[config.mk]
export PLATFORM = sky130hd
export DESIGN_NAME = uart_rx_fifo
export DESIGN_NICKNAME = d
export VERILOG_FILES = /design/src/rtl/uart_rx_fifo_pkg.sv /design/src/rtl/uart_rx_fifo_mem.sv /design/src/rtl/uart_rx_fifo.sv
export SDC_FILE = /design/constraint.sdc
export NUM_CORES = 1
export LEC_CHECK = 0
export ABC_CLOCK_PERIOD_IN_PS = 5000
export CORE_MARGIN = 3
export CORE_UTILIZATION = 40
export DETAILED_ROUTE_END_ITERATION = 8
export MAX_ROUTING_LAYER = met4
export SYNTH_ARGS = -nofsm -noshare
export SYNTH_HDL_FRONTEND = slang
export SYNTH_SLANG_ARGS = --single-unit
[constraint.sdc]
create_clock -name i_clk -period 5 [get_ports i_clk]
set_input_delay 0.75 -clock i_clk [delete_from_list [all_inputs] [get_ports i_clk]]
set_output_delay 0.75 -clock i_clk [all_outputs]
set_load 0.01 [all_outputs]
[src/rtl/uart_rx_fifo_pkg.sv]
// Shared constants for the UART receive byte FIFO: default data width, depth and pointer sizing.
// The optional drop counter (UART_RX_FIFO_OVF_CNT_EN) uses the saturating increment below.
package uart_rx_fifo_pkg;

    localparam int N_DATA_DEF     = 8;
    localparam int FIFO_DEPTH_DEF = 16;
    localparam int NB_ADDR_DEF    = 4;

    function automatic logic [7:0] sat_inc8(input logic [7:0] v);
        return (v == 8'hFF) ? v : v + 8'd1;
    endfunction

endpackage

[src/rtl/uart_rx_fifo_mem.sv]
// FIFO storage: FIFO_DEPTH x N_DATA register array, one synchronous write port and one
// asynchronous read port. Contents are intentionally not reset.
module uart_rx_fifo_mem
    import uart_rx_fifo_pkg::*;
#(
    parameter int N_DATA     = N_DATA_DEF,
    parameter int FIFO_DEPTH = FIFO_DEPTH_DEF,
    parameter int NB_ADDR    = NB_ADDR_DEF
) (
    input  logic               clk,
    input  logic               we,
    input  logic [NB_ADDR-1:0] waddr,
    input  logic [N_DATA-1:0]  wdata,
    input  logic [NB_ADDR-1:0] raddr,
    output logic [N_DATA-1:0]  rdata
);

    logic [N_DATA-1:0] mem [FIFO_DEPTH];

    always_ff @(posedge clk) begin
        if (we) begin
            mem[waddr] <= wdata;
        end
    end

    assign rdata = mem[raddr];

endmodule

[src/rtl/uart_rx_fifo.sv]
// First-word-fall-through byte FIFO between uart_rx and the command interface, with sticky
// overflow flag. Define UART_RX_FIFO_OVF_CNT_EN to add the saturating o_ovf_count output.
module uart_rx_fifo
    import uart_rx_fifo_pkg::*;
#(
    parameter int N_DATA     = N_DATA_DEF,
    parameter int FIFO_DEPTH = FIFO_DEPTH_DEF,
    parameter int NB_ADDR    = NB_ADDR_DEF
) (
    input  logic               i_clk,
    input  logic               i_rst,
    input  logic [N_DATA-1:0]  i_push_data,
    input  logic               i_push,
    input  logic               i_pop,
    input  logic               i_clr_ovf,
    output logic [N_DATA-1:0]  o_data,
    output logic               o_valid,
    output logic               o_empty,
    output logic               o_full,
    output logic [NB_ADDR:0]   o_count,
`ifdef UART_RX_FIFO_OVF_CNT_EN
    output logic [7:0]         o_ovf_count,
`endif
    output logic               o_overflow
);

    logic [NB_ADDR:0]  wr_ptr;
    logic [NB_ADDR:0]  rd_ptr;
    logic [N_DATA-1:0] rd_data;
    logic              pop_eff;
    logic              push_ok;
    logic              drop;

    // Flags come only from registered pointers, so push has no combinational path to outputs.
    assign o_empty = (wr_ptr == rd_ptr);
    assign o_full  = (wr_ptr[NB_ADDR] != rd_ptr[NB_ADDR]) &&
                     (wr_ptr[NB_ADDR-1:0] == rd_ptr[NB_ADDR-1:0]);
    assign o_valid = !o_empty;
    assign o_count = wr_ptr - rd_ptr;
    assign o_data  = o_empty ? '0 : rd_data;

    assign pop_eff = i_pop && o_valid;
    assign push_ok = i_push && (!o_full || pop_eff);
    assign drop    = i_push && o_full && !pop_eff;

    uart_rx_fifo_mem #(
        .N_DATA     (N_DATA),
        .FIFO_DEPTH (FIFO_DEPTH),
        .NB_ADDR    (NB_ADDR)
    ) u_mem (
        .clk   (i_clk),
        .we    (push_ok),
        .waddr (wr_ptr[NB_ADDR-1:0]),
        .wdata (i_push_data),
        .raddr (rd_ptr[NB_ADDR-1:0]),
        .rdata (rd_data)
    );

    always_ff @(posedge i_clk) begin
        if (!i_rst) begin
            wr_ptr <= '0;
            rd_ptr <= '0;
        end else begin
            if (push_ok) begin
                wr_ptr <= wr_ptr + 1'b1;
            end
            if (pop_eff) begin
                rd_ptr <= rd_ptr + 1'b1;
            end
        end
    end

    // A drop in the same cycle as a clear leaves the flag set.
    always_ff @(posedge i_clk) begin
        if (!i_rst) begin
            o_overflow <= 1'b0;
        end else if (drop) begin
            o_overflow <= 1'b1;
        end else if (i_clr_ovf) begin
            o_overflow <= 1'b0;
        end
    end

`ifdef UART_RX_FIFO_OVF_CNT_EN
    always_ff @(posedge i_clk) begin
        if (!i_rst) begin
            o_ovf_count <= 8'd0;
        end else if (i_clr_ovf) begin
            o_ovf_count <= drop ? 8'd1 : 8'd0;
        end else if (drop) begin
            o_ovf_count <= sat_inc8(o_ovf_count);
        end
    end
`endif

endmodule

==> out/qor.log, run 1 <==
[clocking] number of H-tree levels 4
[placement] worst setup timing slack at the placement stage 1.46 ns
[timing] Fmax 0.255 GHz
[clocking] Num CTS Buffers 17
[floorplanning] placeable core region 14100 um2
[logic_synthesis] mean post-synth cell area 19.0 um2
[logic_synthesis] net count after synthesis 334
[clocking] Setup Buffers After CTS 0
[timing] worst slew pin tran 0.954 ns
[clocking] clk root buf clkbuf_16
[clocking] Clock transition at path regs 0.05 ns
[timing] final cycle utilization of the critical path 0.783
[timing] final slew viol count 0
[drt] first-pass iteration count of the detailed router 4
[finish] number of inserted filler cells in the final layout 1155
[global_route] sum of overflow across all layers after global routing 0
[global_route] Overall Global Routing Usage 0.151
[pwr] highest ir drop seen on vdd 0.000253 V
[setup_path] crit path cell chain buf_4 -> mux4_1 -> mux2_2 -> o21ai_0 -> a21oi_1 -> clkdlybuf4s50_1
[drt] total routed wirelength 11000 um
[drt] via count of the routed design 2835
[hold_path] Hold Crit Start wr_ptr[4]$_SDFFE_PN0P_
[global_route] maximum number of pins on one net before global-route repair 25
[setup_path] endpoint class of the critical path primary output
[logic_synthesis] YS warnings 0
[setup_path] Arr. time, crit path 3.17 ns
[timing] unrepaired setup endpoints after global routing no
[timing] relative slew slack 0.363
[setup_path] delay contributed by the slowest stage of the critical path 0.64 ns
[clocking] count of hold buffers inserted by post-cts repair 0
[floorplanning] # IOs 30
[clocking] clock tree from TritonCTS done
[setup_path] CP Buf/Inv Count 2
[clocking] maximum root-to-sink buffer count 2
[finish] n_diodes 0
[drt] Routed Antenna Nets 0
[pwr] cell leakage power 2.28 nW
[logic_synthesis] number of library cell types mapped by synthesis 36
[setup_path] Top Family by Delay on Critical Path buffers and inverters
[drt] routed length per placed instance 20.3 um
[logic_synthesis] post-synthesis instance area 5910 um2
[placement] detailed placer's ending HPWL 7110 um
[finish] Area growth syn-to-layout 17.3%
[drt] # DRC 0
[clocking] number of clock sinks 143
[hold_path] Min-Delay Path Class flip-flop to flip-flop
[logic_synthesis] Synth Instances 311
[floorplanning] Die ar. 16300 um2
[setup_path] CP max FO 24
[finish] most common cell after layout, fill and taps aside edfxtp_1
[outcome] status completed
[logic_synthesis] flip-flop and latch count after synthesis 143
[floorplanning] floorplan die width 128 um
[placement] Final GP Congestion 0.762
[timing] sum of negative setup slack 0 ns
[timing] Min Clock Period, post-route 3.92 ns
[timing] total count of hold-check failures in the final report 0
[pwr] total power consumption of the routed design 2.97 mW
[finish] leading cell types in the layout, fill and taps excluded edfxtp_1, clkdlybuf4s50_1, mux4_2
[pwr] power density cells 429 nW/um2
[finish] sequential cell area 4140 um2
[timing] final worst setup slack 1.08 ns
[floorplanning] initial cell density of the core 0.417
[setup_path] slowest CP cell dfxtp_1
[clocking] CTS-repair resized insts 0
[placement] number of buffers inserted by port buffering 29
[setup_path] required time at the endpoint of the critical path 4.25 ns
[finish] fin nets 371
[setup_path] startpoint of the worst register-to-register path wr_ptr[0]$_SDFFE_PN0P_
[setup_path] Setup Crit Path Kind flip-flop to primary output
[finish] area of the multi-input gates 1630 um2
[drt] first-iteration detailed-routing DRC count 230
[global_route] via count of the first global-routing pass 3039
[timing] final setup violation count 0
[setup_path] critical path launch point type flip-flop
[drt] routed vias/inst 5.24
[clocking] insertion delay to the later sink of the worst-skew pair 0.41 ns
[floorplanning] std cell rows 43
[finish] ratio of cells with drive above 1 in the final layout 0.169
[timing] Clock Skews 0.00549 ns
[global_route] initial antenna violation count 0
[floorplanning] height of the die 128 um
[job] max-capacitance violation count 0
[logic_synthesis] post-synthesis sequential area ratio 0.702
[global_route] wire length of the first global-routing pass 17400 um
power breakdown:
part	leakage, nW	switching [mW]	internal (mW)
sequential	1.28	0.0292	1.32
clock	0.278	0.449	0.772
combinational	0.720	0.183	0.218
sequential cells by signal (all words and copies together), names as in the netlist, named ones only:
name        count
rd_ptr          5
wr_ptr          5
o_overflow      1
u_mem.mem     128
final timing paths:
kind | to | slack [ns] | depth (start not counted)
hold reg to reg | wr_ptr[4]$_SDFFE_PN0P_ | 0.55 | 2
setup / recovery | o_data[0] | 1.08 | 6
setup reg to reg | u_mem.mem[4][5]$_DFFE_PP_ | 2.31 | 6
hold / removal | wr_ptr[4]$_SDFFE_PN0P_ | 0.55 | 2
cell usage after synthesis:
library cell,count,area [um2]
nor2_1,2,7.51
o211ai_1,1,7.51
fa_1,1,20.0
nor3_1,1,5.00
a21oi_1,13,65.1
buf_12,1,20.0
nand2b_1,2,12.5
mux2_2,8,90.1
inv_1,8,30.0
o31a_1,1,8.76
xnor2_1,6,52.6
o21a_1,1,7.51
nand3_1,2,10.0
xor2_1,3,26.3
mux4_2,19,428
nor2b_1,3,18.8
a21o_1,2,15.0
nand2_1,5,18.8
and4_1,1,8.76
mux2i_1,10,100
and3b_1,2,17.5
ha_1,9,113
nand4_1,4,25.0
o21ai_1,5,25.0
clkbuf_1,4,15.0
buf_2,7,35.0
dfxtp_1,15,300
a21boi_0,2,15.0
edfxtp_1,128,3840
and3_1,11,68.8
o21ai_0,5,25.0
xnor2_2,1,16.3
mux4_1,13,342
and2_1,11,68.8
buf_6,3,33.8
and3_4,1,11.3
cell families (layout without fill, tap and decap cells):
family          Yosys count  in the layout  share of synthesized area
simple gates             45             45                     0.0462
fa+ha+maj                10             10                     0.0225
compound gates           30             30                     0.0286
xor+xnor                 10             10                     0.0161
flops                   143            143                      0.702
mux                      50             50                      0.162
buf+inv                  23             73                     0.0227
per-layer routing:
metal,global-route usage,share of wire,vias up
met4,0.0662,0.013,0
li1,-,-,1326
met2,0.234,0.50,54
met5,-,0,-
met3,0.0347,0.039,12
met1,0.193,0.44,1443
worst min-delay path: cells and delay by family (launching register included):
family	cells	cell delay, ns
flip-flops	1	0.36
AND/OR/NAND/NOR	1	0.08
multiplexers	1	0.06
area by class of cell:
type | instances | share of cell area
Tap cell | 180 | 0.0325
Clock buffer | 18 | 0.0620
Timing Repair Buffer | 33 | 0.0462
Inverter | 8 | 0.00434
Sequential cell | 143 | 0.598
Multi-Input combinational cell | 145 | 0.235
Clock inverter | 14 | 0.0215
per-stage QoR:
| step | area (um2) | util | std cells | hold slack, ns |
|---|---|---|---|---|
| finish | 6930 | 0.490 | 541 | 0.549 |
| global route | 6930 | 0.490 | 541 | 0.591 |
| CTS | 6930 | 0.490 | 541 | 0.560 |
| detailed placement | 6350 | 0.449 | 509 | 0.552 |
| global placement | 6350 | 0.449 | 509 | 0.539 |
| floorplan | 5910 | - | 311 | 0.486 |
Power figures use the tool's default switching activity.
==> run 2: changes to the inputs <==
--- a/config.mk
+++ b/config.mk
@@ -5,7 +5,7 @@
 export SDC_FILE = /design/constraint.sdc
 export NUM_CORES = 1
 export LEC_CHECK = 0
-export ABC_CLOCK_PERIOD_IN_PS = 5000
+export ABC_CLOCK_PERIOD_IN_PS = 3300
 export CORE_MARGIN = 3
 export CORE_UTILIZATION = 40
 export DETAILED_ROUTE_END_ITERATION = 8
==> constraint.sdc (replaced) <==
create_clock -name i_clk -period 3.3 [get_ports i_clk]
set_input_delay 0.495 -clock i_clk [delete_from_list [all_inputs] [get_ports i_clk]]
set_output_delay 0.495 -clock i_clk [all_outputs]
set_load 0.01 [all_outputs]
==> run 2 against run 1 <==
  * Critical path depth unchanged
  * Highest routed layer unchanged
  * Register-to-register slack got worse by 1.7 ns
  * Routed wire length increased by 3.4%
  * First-iteration DRC count increased by 52%
  * Sequential power increased by 50%
  * Final area increased by 0.79%
  * Clock-buffer cell count increased by 4
==> out/qor.log, run 2 (synthesis gave the netlist of run 1 again) <==
[outcome] status completed
[clocking] Clock transition at path regs 0.05 ns
[setup_path] required time at the endpoint of the critical path 2.80 ns
[clocking] number of H-tree levels 4
[timing] worst slew pin tran 0.636 ns
[finish] leading cell types in the layout, fill and taps excluded edfxtp_1, clkdlybuf4s50_1, mux4_2
[floorplanning] placeable core region 14100 um2
[finish] number of inserted filler cells in the final layout 1145
[placement] number of buffers inserted by port buffering 29
[global_route] initial antenna violation count 0
[finish] n_diodes 0
[finish] sequential cell area 4140 um2
[finish] fin nets 373
[timing] relative slew slack 0.575
[global_route] maximum number of pins on one net before global-route repair 33
[pwr] highest ir drop seen on vdd 0.000337 V
[global_route] met1 Track Usage GR 0.204
[finish] Area growth syn-to-layout 18.2%
[finish] most common cell after layout, fill and taps aside edfxtp_1
[setup_path] endpoint class of the critical path primary output
[drt] via count of the routed design 2867
[finish] registers with the highest flip-flop counts u_mem.mem: 128 flops, rd_ptr: 5 flops, wr_ptr: 5 flops
[timing] final cycle utilization of the critical path 0.954
[pwr] power density cells 659 nW/um2
[drt] first-pass iteration count of the detailed router 4
[clocking] clock tree from TritonCTS done
[floorplanning] initial cell density of the core 0.417
[finish] ratio of cells with drive above 1 in the final layout 0.163
[timing] unrepaired setup endpoints after global routing no
[drt] first-iteration detailed-routing DRC count 349
[global_route] via count of the first global-routing pass 3045
[pwr] cell leakage power 2.30 nW
[finish] number of flip-flops in the largest register 128
[timing] total count of hold-check failures in the final report 0
[finish] largest register by flop count u_mem.mem
[timing] Fmax 0.318 GHz
[clocking] CTS-repair resized insts 1
[timing] final setup violation count 0
[drt] routed vias/inst 5.29
[setup_path] critical path launch point type flip-flop
[clocking] count of hold buffers inserted by post-cts repair 0
[placement] Final GP Congestion 0.857
[setup_path] Setup Crit Path Kind flip-flop to primary output
[clocking] maximum root-to-sink buffer count 2
[timing] final slew viol count 0
[setup_path] slowest CP cell mux4_1
[floorplanning] height of the die 128 um
[timing] Min Clock Period, post-route 3.15 ns
[clocking] insertion delay to the later sink of the worst-skew pair 0.41 ns
[setup_path] Arr. time, crit path 2.65 ns
[placement] detailed placer's ending HPWL 7070 um
[floorplanning] std cell rows 43
[setup_path] CP max FO 32
[clocking] clk root buf clkbuf_16
[floorplanning] Die ar. 16300 um2
[timing] Clock Skews 0.00543 ns
[finish] area of the multi-input gates 1640 um2
[job] max-capacitance violation count 0
[global_route] sum of overflow across all layers after global routing 0
[drt] total routed wirelength 11300 um
[hold_path] Min-Delay Path Class flip-flop to flip-flop
[drt] # DRC 0
[setup_path] CP Buf/Inv Count 2
[global_route] global routing met3 resource utilization 0.0418
[setup_path] delay contributed by the slowest stage of the critical path 0.57 ns
[global_route] routing usage on met2 0.231
[timing] sum of negative setup slack 0 ns
[global_route] Overall Global Routing Usage 0.153
[clocking] Num CTS Buffers 17
[pwr] total power consumption of the routed design 4.60 mW
[drt] Routed Antenna Nets 0
[setup_path] Top Family by Delay on Critical Path multiplexers
[floorplanning] # IOs 30
[drt] routed length per placed instance 20.9 um
[clocking] Setup Buffers After CTS 0
[setup_path] crit path cell chain buf_12 -> mux4_1 -> mux2_2 -> o21ai_0 -> a21oi_1 -> clkdlybuf4s50_1
[global_route] wire length of the first global-routing pass 17600 um
[global_route] most heavily used metal layer in global routing met2
[clocking] number of clock sinks 143
[floorplanning] floorplan die width 128 um
## run 2: cell types whose count changed in the layout (fill, tap and decap cells not counted), sizes merged
cell	delta
clkinv	-3
clkinvlp	-3
buf	+2
bufinv	+1
clkbuf	+4
## run 2: through the flow
stage,setup WS [ns],util,cells,hold slack (ns),instance area (um2)
6_report,0.151,0.493,542,0.538,6980
4_1_cts,0.114,0.493,542,0.539,6980
3_5_place_dp,0.452,0.451,511,0.525,6390
2_1_floorplan,1.14,-,311,0.486,5910
5_1_grt,0.00135,0.493,542,0.597,6980
3_3_place_gp,0.452,0.451,511,0.519,6390
## run 2: path summary, 6_finish.rpt
kind	endpoint	cells after the start	startpoint	slack, ns
worst max-delay path	o_data[7]	6	flip-flop	0.15
worst min-delay path	wr_ptr[4]$_SDFFE_PN0P_	2	wr_ptr[4]$_SDFFE_PN0P_	0.54
worst max register to register	u_mem.mem[7][4]$_DFFE_PP_	6	wr_ptr[0]$_SDFFE_PN0P_	0.61
worst min register to register	wr_ptr[4]$_SDFFE_PN0P_	2	wr_ptr[4]$_SDFFE_PN0P_	0.54
## run 2: where the power goes
part	switching (mW)	internal [mW]
logic	0.305	0.356
clock network	0.663	1.25
registers	0.0254	2.01
## run 2: worst register-to-register path, stage by stage, from the launching register on
cell and delay [ns]:
dfxtp_1 0.38, inv_1 0.12, ha_1 0.33, nand4_1 0.20
o31a_1 0.52, and3b_1 0.29, and2_1 0.48
## run 2: final cells by class
cell class | instances | area share
Inverter | 8 | 0.00430
Timing Repair Buffer | 35 | 0.0516
Multi-Input combinational cell | 145 | 0.234
Tap cell | 180 | 0.0323
Clock inverter | 9 | 0.0203
Clock buffer | 22 | 0.0636
Sequential cell | 143 | 0.594
## run 2: routing by layer
layer	vias up	part of all wire
met5	-	0
met4	0	0.014
met3	16	0.041
met2	66	0.48
met1	1449	0.47
li1	1336	-
==> run 3: changes to the inputs <==
--- a/config.mk
+++ b/config.mk
@@ -8,6 +8,7 @@
 export ABC_CLOCK_PERIOD_IN_PS = 3300
 export CORE_MARGIN = 3
 export CORE_UTILIZATION = 40
+export CTS_BUF_LIST = sky130_fd_sc_hd__clkbuf_2
 export DETAILED_ROUTE_END_ITERATION = 8
 export MAX_ROUTING_LAYER = met4
 export SYNTH_ARGS = -nofsm -noshare
==> run 3 against run 2 <==
  * Clock skew is 0.024 ns higher
  * Clock power fell by 44%
  * Register-to-register slack about the same
  * Combinational power fell by 2%
  * Die area stayed put
  * Critical path depth is the same
  * Largest power group unchanged
  * Non-clock buffer count up 1
  * Clock-buffer cell count stayed put
  * Fmax grew 1.8%
  * Sequential share of layout area is 2.8 points higher
  * Global-route usage fell by 0.16 points
  * Critical endpoint is now o_data[2]
==> out/qor.log, run 3 (synthesis gave the netlist of run 1 again) <==
[finish] number of inserted filler cells in the final layout 1204
[setup_path] endpoint class of the critical path primary output
[clocking] clk root buf clkbuf_2
[floorplanning] floorplan die width 128 um
[hold_path] Hold Crit Start i_push
[clocking] number of H-tree levels 4
[floorplanning] height of the die 128 um
[floorplanning] initial cell density of the core 0.417
[global_route] sum of overflow across all layers after global routing 0
[timing] Clock Skews 0.0298 ns
[finish] most common cell after layout, fill and taps aside edfxtp_1
[finish] n_diodes 0
[drt] first-pass iteration count of the detailed router 4
[finish] largest register by flop count u_mem.mem
[pwr] part of the total power dissipated in the clock network 0.285
[timing] Fmax 0.323 GHz
[pwr] Internal Dissipation 2.85 mW
[pwr] highest ir drop seen on vdd 0.000251 V
[setup_path] number of cells traversed by the worst register-to-register path 6
[timing] worst slew pin tran 0.645 ns
[finish] ratio of cells with drive above 1 in the final layout 0.190
[clocking] insertion delay to the later sink of the worst-skew pair 0.66 ns
[floorplanning] Die ar. 16300 um2
[drt] routed length per placed instance 20.8 um
[setup_path] critical path launch point type flip-flop
[outcome] status completed
[setup_path] r2r endpoint u_mem.mem[7][7]$_DFFE_PP_
[drt] routed vias/inst 5.28
[global_route] maximum number of pins on one net before global-route repair 25
[global_route] Overall Global Routing Usage 0.152
[timing] final setup violation count 0
[finish] registers with the highest flip-flop counts u_mem.mem: 128 flops, rd_ptr: 5 flops, wr_ptr: 5 flops
[timing] final cycle utilization of the critical path 0.937
[timing] unrepaired setup endpoints after global routing no
[clocking] Clock transition at path regs 0.16 ns
[timing] Min Clock Period, post-route 3.09 ns
[pwr] switching power summed over all nets 0.897 mW
[finish] number of flip-flops in the largest register 128
[placement] Final GP Congestion 0.857
[setup_path] startpoint of the worst register-to-register path wr_ptr[0]$_SDFFE_PN0P_
[drt] Routed Antenna Nets 0
[setup_path] CP max FO 16
[finish] fin nets 374
[finish] leading cell types in the layout, fill and taps excluded edfxtp_1, clkbuf_2, mux4_2, clkdlybuf4s50_1
[placement] number of buffers inserted by port buffering 29
[pwr] fraction of power spent switching nets 0.240
[job] max-capacitance violation count 0
[timing] total count of hold-check failures in the final report 0
[timing] sum of negative setup slack 0 ns
[floorplanning] # IOs 30
[global_route] initial antenna violation count 0
[clocking] clock tree from TritonCTS done
[pwr] cell leakage power 2.21 nW
[setup_path] Arr. time, crit path 2.60 ns
[global_route] wire length of the first global-routing pass 17500 um
[clocking] count of hold buffers inserted by post-cts repair 0
[timing] Min Hold Slack 0.504 ns
[clocking] maximum root-to-sink buffer count 2
[pwr] power share of the combinational group 0.173
[hold_path] depth of the worst hold-timing path 3
[drt] via count of the routed design 2869
[floorplanning] std cell rows 43
[pwr] power density cells 561 nW/um2
[placement] detailed placer's ending HPWL 7070 um
[setup_path] slack of the worst reg-to-reg path 0.62 ns
[finish] Area growth syn-to-layout 13.0%
[timing] final slew viol count 0
[hold_path] Min-Delay Path Class primary input to flip-flop
[clocking] Num CTS Buffers 17
[drt] # DRC 0
[setup_path] required time at the endpoint of the critical path 2.80 ns
[global_route] via count of the first global-routing pass 3033
[timing] relative slew slack 0.569
[drt] first-iteration detailed-routing DRC count 308
[setup_path] Setup Crit Path Kind flip-flop to primary output
[hold_path] hold endpoint o_overflow$_SDFFE_PN0P_
[drt] total routed wirelength 11300 um
[pwr] share of power burned in registers 0.542
[clocking] number of clock sinks 143
[floorplanning] placeable core region 14100 um2
[pwr] total power consumption of the routed design 3.74 mW
[run 3: area by class of cell]
type / count / area [um2] / area share
flip-flops and latches: 143 / 4150 / 0.621
multi-input cells: 145 / 1630 / 0.245
repair buffers: 36 / 389 / 0.0583
well taps: 180 / 225 / 0.0337
clock inverters: 9 / 141 / 0.0212
clock buffers: 22 / 110 / 0.0165
inverters: 8 / 30.0 / 0.00450
[run 3: timing repair]
action,CTS,global route
gates resized for setup,15,6
endpoints found under the hold margin,0,0
setup endpoints to repair,10,4
setup buffers,0,0
cloned,1,0
[run 3: worst max-delay path, stage by stage, from the launching register on]
cell	delay, ns
dfxtp_4	0.41
buf_12	0.18
mux4_1	0.60
mux2_2	0.28
o21ai_1	0.12
a21oi_1	0.06
dlygate4sd2_1	0.31
[run 3: through the flow]
stage	instances	utilization	setup slack [ns]	area (um2)
after floorplan	311	-	1.14	5910
after global placement	511	0.451	0.452	6390
after detailed placement	511	0.451	0.452	6390
after CTS	543	0.472	0.0519	6670
after global routing	543	0.472	0.0110	6680
final	543	0.472	0.208	6680
[run 3: metal layers]
layer	routed length (um)	GRT usage
met4	146	0.0505
met3	368	0.0393
met5	0	-
met2	5350	0.225
met1	5450	0.206
[run 3: worst max-delay path by stage]
stage                           startpoint        end  slack, ns  depth (start not counted)
finish                           flip-flop  o_data[2]       0.21                          6
global route                     flip-flop  o_data[7]       0.01                          6
CTS                              flip-flop  o_data[7]       0.05                          6
detailed placement  wr_ptr[0]$_SDFFE_PN0P_  o_data[7]       0.45                          7
global placement    rd_ptr[1]$_SDFFE_PN0N_  o_data[7]       0.45                          7
floorplan           rd_ptr[1]$_SDFFE_PN0N_  o_data[0]       1.14                          7
[run 3: power groups by stage]
| stage | Clock, mW | Combinational [mW] | Sequential (mW) |
|---|---|---|---|
| after detailed placement | 0 | 0.659 | 2.07 |
| final | 1.07 | 0.647 | 2.03 |
| after floorplan | 0 | 0.400 | 2.05 |
| after global placement | 0 | 0.654 | 2.07 |
| after CTS | 1.10 | 0.652 | 2.03 |
| after global routing | 1.17 | 0.703 | 2.04 |
